File: src/rtl/hann_frame_sequencer_if.sv
`default_nettype none
// ============================================================================
// Module   : hann_frame_sequencer_if
// Brief    : Sample-in, coefficient-ROM and windowed-out buses of the sequencer.
// Revision : 1.0
// ============================================================================
interface hann_frame_sequencer_if #(
    parameter int DATA_WIDTH   = 8,
    parameter int COEF_WIDTH   = 16,
    parameter int SAMPLE_COUNT = 4096
);
    localparam int ADDR_WIDTH = $clog2(SAMPLE_COUNT);

    logic                  in_valid;
    logic                  in_ready;
    logic [DATA_WIDTH-1:0] in_sample;

    logic                  coef_en;
    logic [ADDR_WIDTH-1:0] coef_addr;
    logic [COEF_WIDTH-1:0] coef_data;

    logic                  out_valid;
    logic                  out_ready;
    logic [DATA_WIDTH-1:0] out_sample;
    logic                  out_last;

    modport master (
        input  in_valid, in_sample, coef_data, out_ready,
        output in_ready, coef_en, coef_addr, out_valid, out_sample, out_last
    );

    modport slave (
        output in_valid, in_sample, coef_data, out_ready,
        input  in_ready, coef_en, coef_addr, out_valid, out_sample, out_last
    );
endinterface
`default_nettype wire

File: src/rtl/hann_frame_sequencer.sv
`default_nettype none
// ============================================================================
// Module   : hann_frame_sequencer
// Brief    : Frame controller and two-stage Hann windowing pipeline with ROM.
// Revision : 1.0
// ============================================================================
module hann_frame_sequencer #(
    parameter int DATA_WIDTH      = 8,
    parameter int COEF_WIDTH      = 16,
    parameter int SAMPLE_COUNT    = 4096,
    parameter int FRAME_CNT_WIDTH = 16
) (
    input  wire                        clk_in,
    input  wire                        rst_in,
    input  wire                        start_in,
    input  wire                        stop_in,
    input  wire  [FRAME_CNT_WIDTH-1:0] num_frames_in,
    hann_frame_sequencer_if.master     bus,
    output logic                       busy,
    output logic [FRAME_CNT_WIDTH-1:0] frames_done
);
    localparam int ADDR_WIDTH = $clog2(SAMPLE_COUNT);
    localparam int PROD_WIDTH = DATA_WIDTH + COEF_WIDTH;
    localparam logic [ADDR_WIDTH-1:0] C_LAST_INDEX = ADDR_WIDTH'(SAMPLE_COUNT - 1);

    typedef enum logic [1:0] {
        ST_IDLE  = 2'd0,
        ST_RUN   = 2'd1,
        ST_DRAIN = 2'd2
    } state_t;

    state_t r_state;
    state_t w_state_next;

    logic [ADDR_WIDTH-1:0]      r_index;
    logic [FRAME_CNT_WIDTH-1:0] r_frames_target;
    logic [FRAME_CNT_WIDTH-1:0] r_frames_in;
    logic [FRAME_CNT_WIDTH-1:0] r_frames_done;
    logic                       r_stop_pending;

    logic                       r_s1_valid;
    logic                       r_s1_last;
    logic [DATA_WIDTH-1:0]      r_s1_sample;
    logic                       r_coef_live;
    logic [COEF_WIDTH-1:0]      r_s1_coef;

    logic                       r_out_valid;
    logic                       r_out_last;
    logic [DATA_WIDTH-1:0]      r_out_sample;

    logic                       w_advance;
    logic                       w_in_ready;
    logic                       w_accept;
    logic                       w_accept_last;
    logic                       w_frames_reached;
    logic                       w_out_last_hs;
    logic                       w_start;
    logic [COEF_WIDTH-1:0]      w_coef;
    logic [PROD_WIDTH-1:0]      w_product;

    assign w_advance        = !r_out_valid || bus.out_ready;
    assign w_in_ready       = (r_state == ST_RUN) && w_advance;
    assign w_accept         = w_in_ready && bus.in_valid;
    assign w_accept_last    = w_accept && (r_index == C_LAST_INDEX);
    assign w_frames_reached = (r_frames_target != '0) &&
                              (r_frames_in == r_frames_target - FRAME_CNT_WIDTH'(1));
    assign w_out_last_hs    = r_out_valid && bus.out_ready && r_out_last;
    assign w_start          = (r_state == ST_IDLE) && start_in;

    // ROM data is live only on the cycle after a read; a stall in that cycle is
    // bridged by the captured copy so the ROM is never re-read.
    assign w_coef    = r_coef_live ? bus.coef_data : r_s1_coef;
    assign w_product = PROD_WIDTH'(r_s1_sample) * PROD_WIDTH'(w_coef);

    assign bus.in_ready   = w_in_ready;
    assign bus.coef_en    = w_accept;
    assign bus.coef_addr  = r_index;
    assign bus.out_valid  = r_out_valid;
    assign bus.out_sample = r_out_sample;
    assign bus.out_last   = r_out_last;
    assign busy           = (r_state != ST_IDLE);
    assign frames_done    = r_frames_done;

    always_ff @(posedge clk_in or negedge rst_in) begin
        if (!rst_in) begin
            r_state <= ST_IDLE;
        end else begin
            r_state <= w_state_next;
        end
    end

    always_comb begin
        w_state_next = r_state;
        case (r_state)
            ST_IDLE: begin
                if (start_in) begin
                    w_state_next = ST_RUN;
                end
            end
            ST_RUN: begin
                if (w_accept_last && (w_frames_reached || r_stop_pending || stop_in)) begin
                    w_state_next = ST_DRAIN;
                end
            end
            ST_DRAIN: begin
                if (w_out_last_hs) begin
                    w_state_next = ST_IDLE;
                end
            end
            default: w_state_next = ST_IDLE;
        endcase
    end

    always_ff @(posedge clk_in or negedge rst_in) begin
        if (!rst_in) begin
            r_index         <= '0;
            r_frames_target <= '0;
            r_frames_in     <= '0;
            r_frames_done   <= '0;
            r_stop_pending  <= 1'b0;
        end else if (w_start) begin
            r_index         <= '0;
            r_frames_target <= num_frames_in;
            r_frames_in     <= '0;
            r_frames_done   <= '0;
            r_stop_pending  <= 1'b0;
        end else begin
            if (w_accept) begin
                r_index <= r_index + ADDR_WIDTH'(1);
            end
            if (w_accept_last) begin
                r_frames_in <= r_frames_in + FRAME_CNT_WIDTH'(1);
            end
            if (w_out_last_hs && (r_frames_done != '1)) begin
                r_frames_done <= r_frames_done + FRAME_CNT_WIDTH'(1);
            end
            if ((r_state == ST_RUN) && stop_in) begin
                r_stop_pending <= 1'b1;
            end else if ((r_state == ST_DRAIN) && (w_state_next == ST_IDLE)) begin
                r_stop_pending <= 1'b0;
            end
        end
    end

    always_ff @(posedge clk_in or negedge rst_in) begin
        if (!rst_in) begin
            r_s1_valid   <= 1'b0;
            r_s1_last    <= 1'b0;
            r_s1_sample  <= '0;
            r_coef_live  <= 1'b0;
            r_s1_coef    <= '0;
            r_out_valid  <= 1'b0;
            r_out_last   <= 1'b0;
            r_out_sample <= '0;
        end else begin
            r_coef_live <= w_accept;
            if (r_coef_live) begin
                r_s1_coef <= bus.coef_data;
            end
            if (w_advance) begin
                r_s1_valid <= w_accept;
                if (w_accept) begin
                    r_s1_sample <= bus.in_sample;
                    r_s1_last   <= w_accept_last;
                end
                r_out_valid <= r_s1_valid;
                r_out_last  <= r_s1_valid && r_s1_last;
                if (r_s1_valid) begin
                    r_out_sample <= DATA_WIDTH'(w_product >> COEF_WIDTH);
                end
            end
        end
    end
endmodule
`default_nettype wire

File: src/flat_wrapper.sv
// flat-port wrapper written by rule: the top's interface ports become plain ports
module hann_frame_sequencer_flat 
#(
    parameter int DATA_WIDTH      = 8,
    parameter int COEF_WIDTH      = 16,
    parameter int SAMPLE_COUNT    = 4096,
    parameter int FRAME_CNT_WIDTH = 16
)
  (clk_in, rst_in, start_in, stop_in, num_frames_in, busy, frames_done, bus_in_valid, bus_in_sample, bus_coef_data, bus_out_ready, bus_in_ready, bus_coef_en, bus_coef_addr, bus_out_valid, bus_out_sample, bus_out_last);
  hann_frame_sequencer_if #(.DATA_WIDTH(DATA_WIDTH), .COEF_WIDTH(COEF_WIDTH), .SAMPLE_COUNT(SAMPLE_COUNT)) bus_i ();
  input  wire clk_in;
  input  wire rst_in;
  input  wire start_in;
  input  wire stop_in;
  input  wire  [FRAME_CNT_WIDTH-1:0] num_frames_in;
  output logic busy;
  output logic [FRAME_CNT_WIDTH-1:0] frames_done;
  input wire logic [$bits(bus_i.in_valid)-1:0] bus_in_valid;
  input wire logic [$bits(bus_i.in_sample)-1:0] bus_in_sample;
  input wire logic [$bits(bus_i.coef_data)-1:0] bus_coef_data;
  input wire logic [$bits(bus_i.out_ready)-1:0] bus_out_ready;
  output wire logic [$bits(bus_i.in_ready)-1:0] bus_in_ready;
  output wire logic [$bits(bus_i.coef_en)-1:0] bus_coef_en;
  output wire logic [$bits(bus_i.coef_addr)-1:0] bus_coef_addr;
  output wire logic [$bits(bus_i.out_valid)-1:0] bus_out_valid;
  output wire logic [$bits(bus_i.out_sample)-1:0] bus_out_sample;
  output wire logic [$bits(bus_i.out_last)-1:0] bus_out_last;
  assign bus_i.in_valid = bus_in_valid;
  assign bus_i.in_sample = bus_in_sample;
  assign bus_i.coef_data = bus_coef_data;
  assign bus_i.out_ready = bus_out_ready;
  assign bus_in_ready = bus_i.in_ready;
  assign bus_coef_en = bus_i.coef_en;
  assign bus_coef_addr = bus_i.coef_addr;
  assign bus_out_valid = bus_i.out_valid;
  assign bus_out_sample = bus_i.out_sample;
  assign bus_out_last = bus_i.out_last;
  hann_frame_sequencer #(.DATA_WIDTH(DATA_WIDTH), .COEF_WIDTH(COEF_WIDTH), .SAMPLE_COUNT(SAMPLE_COUNT), .FRAME_CNT_WIDTH(FRAME_CNT_WIDTH)) u_core (.clk_in(clk_in), .rst_in(rst_in), .start_in(start_in), .stop_in(stop_in), .num_frames_in(num_frames_in), .bus(bus_i), .busy(busy), .frames_done(frames_done));
endmodule
File: config.mk
export PLATFORM = sky130hd
export DESIGN_NAME = hann_frame_sequencer_flat
export DESIGN_NICKNAME = d
export VERILOG_FILES = /design/src/rtl/hann_frame_sequencer_if.sv /design/src/rtl/hann_frame_sequencer.sv /design/src/flat_wrapper.sv
export SDC_FILE = /design/constraint.sdc
export NUM_CORES = 1
export LEC_CHECK = 0
export BUFFER_PORTS_ARGS = -buffer_cell sky130_fd_sc_hd__buf_2
export CORE_MARGIN = 2
export CORE_UTILIZATION = 33
export CTS_BUF_LIST = sky130_fd_sc_hd__clkbuf_8
export DETAILED_ROUTE_END_ITERATION = 6
export GPL_TIMING_DRIVEN = 0
export PLACE_DENSITY = 0.58
export SLEW_MARGIN = 20
export SYNTH_ARGS = -nofsm -noshare
export SYNTH_HDL_FRONTEND = slang
export SYNTH_SLANG_ARGS = --single-unit
File: constraint.sdc
create_clock -name clk_in -period 7.6 [get_ports clk_in]
set_clock_uncertainty 0.1 [all_clocks]
set_input_delay 0.76 -clock clk_in [delete_from_list [all_inputs] [get_ports clk_in]]
set_output_delay 0.76 -clock clk_in [all_outputs]
set_load 0.05 [all_outputs]
==> flow_metrics.tcl, run 1 <==
set metrics [dict create \
    status "complete, no violations" \
    power_frac_clock_pct 10.5 \
    synth_ff_type "dfrtp_1" \
    synth_edf_count 0 \
    reg2reg_setup_slack_ns 0.93 \
    htreeDepth 3 \
    hold_path.class "input port to async pin" \
    die_x_um 165 \
    drc 0 \
    critPathTopFamily "adder cells" \
    synth_fp_nets 1078 \
    grt.met2_usage_pct 27.5 \
    synth.area.mux_share_pct 4.28 \
    rows 58 \
    max_clock_freq_mhz 150 \
    syn_avg_cell_area_sq_um 9.41 \
    power_density_nw_per_um2 413 \
    power_frac_comb_pct 70.7 \
    seqPwrFrac_pct 18.9 \
    die-area_sq_um 27100 \
    setup_viol 0 \
    crit_path_end_kind "flop" \
    start_util_pct 33.7 \
    final_layout_size_suffix_gt1_share_pct 14.3 \
    crit_buf_inv 6 \
    async_reset_ff_share_pct 100 \
    mostFrequentLayoutCells "126 x nand2_1, 122 x inv_1, 100 x dfrtp_1, 85 x buf_2, 83 x fa_1" \
    ant_nets 0 \
    grtUsageMet3_pct 2.46 \
    syn_inst 904 \
    gr-total-overflow 0 \
    num_io_pins 87 \
    io_buffers 86 \
    yosysSeqAreaShare_pct 29.4 \
    r2r-end "u_core.bus.out_sample[3]" \
    rr_worst_depth 20 \
    synth-simple-area-share_pct 21.5 \
    grt_first_pass_wirelength_mm 33.6 \
    fin_cells 1337 \
    yosys_warnings 0 \
    swShare_pct 50.1 \
    synth_compound_area_share_pct 5.64 \
    p_leak_nw 4.65 \
    hold_viol 0 \
    antenna_found_initial 0 \
    num_vias 6427 \
    first_global_vias 6667 \
    p_int_mw 1.98 \
    ir_worst_vdd_v 0.000320 \
    clock_sinks 100 \
    layout.cells.most_common "nand2_1" \
    area_delta_synth_final_pct 13.1 \
    dp_slack_ns 0.908 \
    cts_tree "done" \
    finalCritPeriodShare_pct 87.7 \
    critPathMaxFanout 10 \
    drt_iter0_drc 318 \
    synth_top_area_share_pct 29.4 \
    nets 1176 \
    hold_buffers 0 \
    core_area_sq_um 25300 \
    worstMarginPinSlew_ns 0.907 \
    setup_ws_ns 0.935 \
    postCtsSetupBuffers 0 \
    place_congestion 0.808 \
    place_inst 1321 \
    required_ns 7.77 \
    p_sw_mw 1.99 \
    critPathKind "flop to flop" \
    synthTopCellsByArea "dfrtp_1 29%, fa_1 20%, ha_1 6.6%" \
    dpl.hpwl_mm 15.6 \
    busiest_layer "met2" \
    synth_top_family_by_area "adder cells" \
    syn-cell-area_sq_um 8500 \
    period_minus_slack_ns 6.67 \
    clockBufferDepth 2 \
    synthDistinctLibCells 56 \
    grt_start_max_net_pins 75 \
    groute.usage.overall_pct 15.9 \
    post_cts_resized 0 \
    setup_tns_ns 0 \
    grt_util_met1_pct 20.8 \
    cts_root_buf "clkbuf_8" \
    dr.pass1.iters 5 \
    crit_path_max_incr_delay_ns 0.84 \
    path_cells "buf_6 -> clkbuf_1 -> mux2i_1 -> nor2b_1 -> fa_1 -> inv_1 -> fa_1 -> inv_1 -> fa_1 -> inv_1 -> fa_1 -> inv_1 -> ha_1 -> a2111oi_0 -> nand2b_1 -> o221ai_1 -> o21ai_0 -> o41ai_1 -> xor2_1 -> o21ai_0" \
    synthXorXnorAreaFrac_pct 6.39 \
    slowest_stage "mux2i_1" \
    rsz0062_at_grt "no" \
    clkSlewWorstSetupHoldPaths_ns 0.13 \
    n_fill_cell 2623 \
    yosysTopAreaCell "dfrtp_1" \
    drt-total-wl_mm 20.2 \
    routedWlPerCell_um 15.1 \
    diodes 0 \
    ys_ff_latch 100 \
    timing.slew.headroom_pct 37.8 \
    cts_buffers 9 \
    clkLatencyLatePin_ns 0.40 \
    max-cap-violations 0 \
    drv_slew 0 \
    rr_startpoint "u_core.r_coef_live" \
    synthAdderAreaFrac_pct 26.2 \
    viasPerCell 4.81 \
    die_h_um 165 \
    worst_ep_arrival_time_ns 6.84 \
    startpoint_type "flop" \
]
## worst reg2reg max path, cell delays in order (launching register included)
cell and delay, ns:
dfrtp_1 0.35, buf_6 0.13, clkbuf_1 0.61, mux2i_1 0.84, nor2b_1 0.16, fa_1 0.54
inv_1 0.05, fa_1 0.47, inv_1 0.06, fa_1 0.52, inv_1 0.05, fa_1 0.53
inv_1 0.04, ha_1 0.21, a2111oi_0 0.50, nand2b_1 0.12, o221ai_1 0.43, o21ai_0 0.24
o41ai_1 0.33, xor2_1 0.18, o21ai_0 0.10
## how the worst max path moves through the flow
stage / from / to / cells past startpoint
6_report: u_core.r_coef_live / u_core.bus.out_sample[3] / 20
5_1_grt: u_core.r_coef_live / u_core.bus.out_sample[3] / 20
4_1_cts: u_core.r_coef_live / u_core.bus.out_sample[3] / 20
3_5_place_dp: u_core.r_coef_live / u_core.bus.out_sample[3] / 20
3_3_place_gp: u_core.r_coef_live / u_core.bus.out_sample[3] / 20
2_1_floorplan: u_core.r_coef_live / u_core.bus.out_sample[3] / 20
## area by class of cell
type	count	area [sq um]	area share [%]
plain buffers	24	106	1.11
clock inverters	7	109	1.13
well taps	330	413	4.30
multi-input cells	658	5440	56.6
clock buffers	9	124	1.29
inverters	122	458	4.76
flip-flops and latches	100	2500	26.0
repair buffers	87	464	4.83
## synth_stat cells (all sizes together) (11+ instances only)
library cell	instances
nor3	11
ha	45
nor2	58
fa	83
nand2	126
nand3	24
and2	61
a21oi	16
o21ai	29
mux2	27
inv	122
xor2	35
nor2b	20
clkbuf	20
dfrtp	100
xnor2	27
## layer usage
| layer | part of all wire (%) | wire [um] |
|---|---|---|
| met5 | 0 | 0 |
| met4 | 1.9 | 380 |
| met3 | 3.8 | 760 |
| met2 | 49 | 9820 |
| met1 | 46 | 9190 |
## registers in the layout, indices dropped and copies added, names as in the netlist, 2 cells and up
| register | cells |
|---|---|
| u_core.bus.coef_addr | 12 |
| u_core.bus.out_sample | 8 |
| u_core.frames_done | 16 |
| u_core.r_frames_in | 16 |
| u_core.r_frames_target | 16 |
| u_core.r_s1_coef | 16 |
| u_core.r_s1_sample | 8 |
| u_core.r_state | 2 |
## logic make-up (layout without fill, tap and decap cells)
| logic type | Yosys count | after routing |
|---|---|---|
| compound gates | 75 | 75 |
| fa+ha+maj | 128 | 128 |
| xor+xnor | 62 | 62 |
| simple gates | 360 | 360 |
| flops | 100 | 100 |
| mux | 33 | 33 |
| buf+inv | 146 | 249 |
## per-stage QoR
step	total power [mW]	area [sq um]	utilization (%)	hold WS [ns]
6_report	3.97	9610	38.1	0.0944
5_1_grt	4.49	9610	38.1	0.0912
4_1_cts	4.05	9610	38.1	0.0809
3_5_place_dp	3.58	9380	37.1	0.370
3_3_place_gp	3.58	9350	37.0	0.360
2_1_floorplan	2.94	8500	-	0.348
## power groups by stage
stage	registers, mW	clock network, mW	logic (mW)
floorplan	0.838	0	2.10
global placement	0.761	0	2.82
detailed placement	0.761	0	2.82
CTS	0.750	0.436	2.86
global route	0.767	0.449	3.28
finish	0.749	0.415	2.80
No activity file was read; power rests on OpenSTA's default activity.
==> inputs of run 2 (changes only) <==
--- a/config.mk
+++ b/config.mk
@@ -6,12 +6,14 @@
 export NUM_CORES = 1
 export LEC_CHECK = 0
 export BUFFER_PORTS_ARGS = -buffer_cell sky130_fd_sc_hd__buf_2
+export CELL_PAD_IN_SITES_DETAIL_PLACEMENT = 0
+export CELL_PAD_IN_SITES_GLOBAL_PLACEMENT = 1
 export CORE_MARGIN = 2
-export CORE_UTILIZATION = 33
+export CORE_UTILIZATION = 45
 export CTS_BUF_LIST = sky130_fd_sc_hd__clkbuf_8
 export DETAILED_ROUTE_END_ITERATION = 6
 export GPL_TIMING_DRIVEN = 0
-export PLACE_DENSITY = 0.58
+export PLACE_DENSITY = 0.87
 export SLEW_MARGIN = 20
 export SYNTH_ARGS = -nofsm -noshare
 export SYNTH_HDL_FRONTEND = slang
==> run 2 against run 1 <==
Effect of this change:
- flip-flop and latch count stayed put
- sequential share of layout area is 0.39 points higher
- global-route usage is 4.9 points higher
- design area is 1.5% lower
- total power is 0.56% lower
- first-iteration DRC count is 10% lower
- via count is 0.39% lower
- maximum frequency is 0.99% higher
- count of clock-buffer cells in the layout stayed put
- final cell count is 7.0% lower
- non-clock buffer count stayed put
- critical endpoint unchanged
- largest cell class unchanged
==> flow_metrics.tcl, run 2 (synthesized netlist as in run 1, its figures left out) <==
set metrics [dict create \
    place_congestion 0.818 \
    start_util_pct 45.6 \
    num_io_pins 87 \
    max_clock_freq_mhz 152 \
    dr.pass1.iters 5 \
    required_ns 7.77 \
    num_vias 6402 \
    viasPerCell 5.15 \
    htreeDepth 3 \
    groute.usage.overall_pct 20.8 \
    cts_root_buf "clkbuf_8" \
    gr-total-overflow 0 \
    postCtsSetupBuffers 0 \
    nets 1176 \
    grt_start_max_net_pins 77 \
    cts_buffers 9 \
    antenna_found_initial 2 \
    die_h_um 141 \
    critPathMaxFanout 10 \
    grt_first_pass_wirelength_mm 32.9 \
    hold_path.class "input port to async pin" \
    place_inst 1225 \
    ir_worst_vdd_v 0.000294 \
    die-area_sq_um 20000 \
    drv_slew 0 \
    drc 0 \
    cts_tree "done" \
    core_area_sq_um 18600 \
    post_cts_resized 0 \
    crit_path_end_kind "flop" \
    clockBufferDepth 2 \
    fin_cells 1243 \
    io_buffers 86 \
    ant_nets 0 \
    dpl.hpwl_mm 14.9 \
    period_minus_slack_ns 6.60 \
    drt_iter0_drc 286 \
    worst_ep_arrival_time_ns 6.77 \
    status "complete, no violations" \
    clock_sinks 100 \
    clkLatencyLatePin_ns 0.40 \
    die_x_um 141 \
    layout.cells.most_common "nand2_1" \
    setup_tns_ns 0 \
    max-cap-violations 0 \
    clkSlewWorstSetupHoldPaths_ns 0.13 \
    timing.slew.headroom_pct 46.0 \
    first_global_vias 6594 \
    drt-total-wl_mm 19.2 \
    routedWlPerCell_um 15.4 \
    p_leak_nw 4.64 \
    worstMarginPinSlew_ns 0.788 \
    final_layout_size_suffix_gt1_share_pct 14.3 \
    hold_buffers 0 \
    rows 50 \
    power_density_nw_per_um2 416 \
    rsz0062_at_grt "no" \
    final_util_pct 50.8 \
    critPathKind "flop to flop" \
    area_delta_synth_final_pct 11.4 \
    finalCritPeriodShare_pct 86.8 \
    startpoint_type "flop" \
    mostFrequentLayoutCells "126 x nand2_1, 122 x inv_1, 100 x dfrtp_1, 85 x buf_2, 83 x fa_1" \
    p_total_mw 3.94 \
    setup_viol 0 \
    hold_viol 0 \
]
run 2: cell count changes in the layout (fill, tap and decap cells not counted), sizes merged:
cell / previous run / this run
diode: 0 / 2
inv: 124 / 127
clkinvlp: 1 / 0
bufinv: 2 / 0
run 2: area by class of cell:
class | count | area, sq um
Timing Repair Buffer | 87 | 464
Multi-Input combinational cell | 658 | 5440
Clock buffer | 9 | 124
Tap cell | 234 | 293
Antenna cell | 2 | 5.00
Clock inverter | 7 | 83.8
Sequential cell | 100 | 2500
Inverter | 122 | 458
Buffer | 24 | 106
Fill cell | 1786 | 9170
run 2: worst paths after layout:
kind	start	cells after the start	endpoint	slack, ns
hold / removal	rst_in	1	u_core.r_s1_coef[10]	0.10
setup / recovery	u_core.r_coef_live	20	u_core.bus.out_sample[3]	1.00
hold reg to reg	u_core.bus.out_sample[2]	2	u_core.bus.out_sample[2]	0.39
min in group clk_in	u_core.bus.out_sample[2]	2	u_core.bus.out_sample[2]	0.39
max in group asynchronous	rst_in	2	u_core.r_frames_target[3]	6.60
setup reg to reg	u_core.r_coef_live	20	u_core.bus.out_sample[3]	1.00
run 2: critical path, cell delays in order (launching register included):
cell and delay [ns]:
dfrtp_1 0.36, buf_6 0.13, clkbuf_1 0.58, mux2i_1 0.75, nor2b_1 0.15, fa_1 0.53
inv_1 0.05, fa_1 0.47, inv_1 0.07, fa_1 0.53, inv_1 0.05, fa_1 0.53
inv_1 0.04, ha_1 0.21, a2111oi_0 0.54, nand2b_1 0.11, o221ai_1 0.41, o21ai_0 0.24
o41ai_1 0.33, xor2_1 0.19, o21ai_0 0.09
run 2: through the flow:
stage | hold slack [ns] | cell area, sq um | worst slack, ns
finish | 0.103 | 9470 | 1.00
global route | 0.106 | 9470 | 0.637
CTS | 0.0947 | 9470 | 0.908
global placement | 0.364 | 9230 | 0.962
detailed placement | 0.368 | 9260 | 0.950
floorplan | 0.348 | 8500 | 2.20
run 2: layer usage:
metal	up-vias	global-route usage (%)	part of all wire (%)
met3	18	3.71	4.9
met1	3175	28.6	46
met2	120	33.9	47
li1	3089	-	-
met5	-	0	0
met4	0	6.11	1.6
run 2: report_power, final:
group	leakage [nW]	switching, mW	internal, mW
Sequential	1.28	0.112	0.638
Clock	0.106	0.241	0.135
Combinational	3.25	1.67	1.15
Total	4.64	2.02	1.92
==> inputs of run 3 (changes only) <==
--- a/config.mk
+++ b/config.mk
@@ -8,12 +8,14 @@
 export BUFFER_PORTS_ARGS = -buffer_cell sky130_fd_sc_hd__buf_2
 export CELL_PAD_IN_SITES_DETAIL_PLACEMENT = 0
 export CELL_PAD_IN_SITES_GLOBAL_PLACEMENT = 1
+export CORE_ASPECT_RATIO = 0.9
 export CORE_MARGIN = 2
-export CORE_UTILIZATION = 45
+export CORE_UTILIZATION = 25
 export CTS_BUF_LIST = sky130_fd_sc_hd__clkbuf_8
 export DETAILED_ROUTE_END_ITERATION = 6
+export GPL_ROUTABILITY_DRIVEN = 0
 export GPL_TIMING_DRIVEN = 0
-export PLACE_DENSITY = 0.87
+export PLACE_DENSITY = 0.57
 export SLEW_MARGIN = 20
 export SYNTH_ARGS = -nofsm -noshare
 export SYNTH_HDL_FRONTEND = slang
==> run 3 against run 2 <==
Effect of this change:
- count of clock-buffer cells in the layout did not move
- maximum frequency fell by 0.98%
- sequential share of layout area fell by 0.76 points
- routed wire length rose by 15%
- first-iteration DRC count fell by 22%
- global-route usage fell by 7.6 points
- flip-flop and latch count did not move
- critical path depth did not move
==> flow_metrics.tcl, run 3 (synthesized netlist as in run 1, its figures left out) <==
set metrics [dict create \
    p_total_mw 4.02 \
    max_clock_freq_mhz 150 \
    rows 64 \
    dr.pass1.iters 4 \
    clkLatencyLatePin_ns 0.41 \
    die_x_um 198 \
    worstMarginPinSlew_ns 0.940 \
    area_delta_synth_final_pct 14.7 \
    num_io_pins 87 \
    htreeDepth 3 \
    reg2reg_setup_slack_ns 0.94 \
    clkSlewWorstSetupHoldPaths_ns 0.13 \
    antenna_found_initial 1 \
    nets 1176 \
    post_cts_resized 0 \
    path_cells "buf_6 -> clkbuf_1 -> mux2i_1 -> nor2b_1 -> fa_1 -> inv_1 -> fa_1 -> inv_1 -> fa_1 -> inv_1 -> fa_1 -> inv_1 -> ha_1 -> a2111oi_0 -> nand2b_1 -> o221ai_1 -> o21ai_0 -> o41ai_1 -> xor2_1 -> o21ai_0" \
    rsz0062_at_grt "no" \
    place_inst 1453 \
    num_vias 6376 \
    worst_ep_arrival_time_ns 6.86 \
    status "complete, no violations" \
    slowest_stage "mux2i_1" \
    drc 0 \
    hold_path.class "input port to async pin" \
    die-area_sq_um 35500 \
    first_global_vias 6500 \
    crit_path_end_kind "flop" \
    r2r-end "u_core.bus.out_sample[3]" \
    n_fill_cell 3694 \
    final_layout_size_suffix_gt1_share_pct 14.3 \
    required_ns 7.80 \
    layout.cells.most_common "nand2_1" \
    die_h_um 179 \
    max-cap-violations 0 \
    crit_buf_inv 6 \
    postCtsSetupBuffers 0 \
    period_minus_slack_ns 6.66 \
    cts_buffers 9 \
    grt_start_max_net_pins 55 \
    dpl.hpwl_mm 17.0 \
    setup_tns_ns 0 \
    hold_viol 0 \
    core_area_sq_um 33700 \
    hold_buffers 0 \
    grt_first_pass_wirelength_mm 35.9 \
    finalCritPeriodShare_pct 87.7 \
    gr-total-overflow 0 \
    clock_sinks 100 \
    drt_iter0_drc 224 \
    ant_nets 0 \
    power_density_nw_per_um2 412 \
    critPathMaxFanout 10 \
    setup_viol 0 \
    fin_cells 1470 \
    viasPerCell 4.34 \
    timing.slew.headroom_pct 35.5 \
    critPathKind "flop to flop" \
    routedWlPerCell_um 15.0 \
    start_util_pct 25.2 \
    drt-total-wl_mm 22.0 \
    mostFrequentLayoutCells "126 x nand2_1, 122 x inv_1, 100 x dfrtp_1, 85 x buf_2, 83 x fa_1" \
    critPathTopFamily "adder cells" \
    p_leak_nw 4.63 \
    groute.usage.overall_pct 13.2 \
    path_depth 20 \
    startpoint_type "flop" \
    clockBufferDepth 2 \
    rr_worst_depth 20 \
    crit_path_max_incr_delay_ns 0.87 \
    cts_root_buf "clkbuf_8" \
    ir_worst_vdd_v 0.000204 \
    rr_startpoint "u_core.r_coef_live" \
    drv_slew 0 \
    cts_tree "done" \
    io_buffers 86 \
]
[run 3: cell count changes in the layout (fill, tap and decap cells not counted), sizes merged]
cell      before  now
diode          2    1
clkinv         2    1
clkinvlp       0    2
bufinv         0    1
inv          127  125
[run 3: per-layer routing]
layer	part of all wire [%]	track usage, %
met1	48	17.8
met2	47	21.8
met3	3.3	2.48
met5	0	0
met4	1.3	3.20
[run 3: power breakdown]
| part | leakage, nW | internal, mW | switching [mW] |
|---|---|---|---|
| Clock | 0.0997 | 0.158 | 0.237 |
| Sequential | 1.28 | 0.638 | 0.119 |
| Combinational | 3.25 | 1.16 | 1.72 |
| Total | 4.63 | 1.95 | 2.07 |
[run 3: final cells by class]
cell class                      count  area (sq um)  area share, %
Buffer                             24           106           1.09
Antenna cell                        1          2.50         0.0257
Multi-Input combinational cell    658          5440           55.7
Timing Repair Buffer               87           464           4.76
Clock inverter                      7          81.3          0.834
Sequential cell                   100          2500           25.7
Inverter                          122           458           4.70
Clock buffer                        9           124           1.27
Tap cell                          462           578           5.93
[run 3: stage by stage]
stage	area, sq um	worst slack, ns	hold WS (ns)	util, %
after floorplan	8500	2.20	0.348	-
after global placement	9510	0.737	0.364	28.2
after detailed placement	9550	0.768	0.370	28.3
after CTS	9750	0.774	0.177	28.9
after global routing	9750	0.427	0.192	28.9
final	9750	0.935	0.184	28.9
[run 3: worst max-delay path by stage]
| stage | startpoint | endpoint |
|---|---|---|
| 3_3_place_gp | u_core.r_coef_live | u_core.bus.out_sample[3] |
| 2_1_floorplan | u_core.r_coef_live | u_core.bus.out_sample[3] |
| 6_report | u_core.r_coef_live | u_core.bus.out_sample[3] |
| 5_1_grt | u_core.r_coef_live | u_core.bus.out_sample[3] |
| 4_1_cts | u_core.r_coef_live | u_core.bus.out_sample[3] |
| 3_5_place_dp | u_core.r_coef_live | u_core.bus.out_sample[3] |
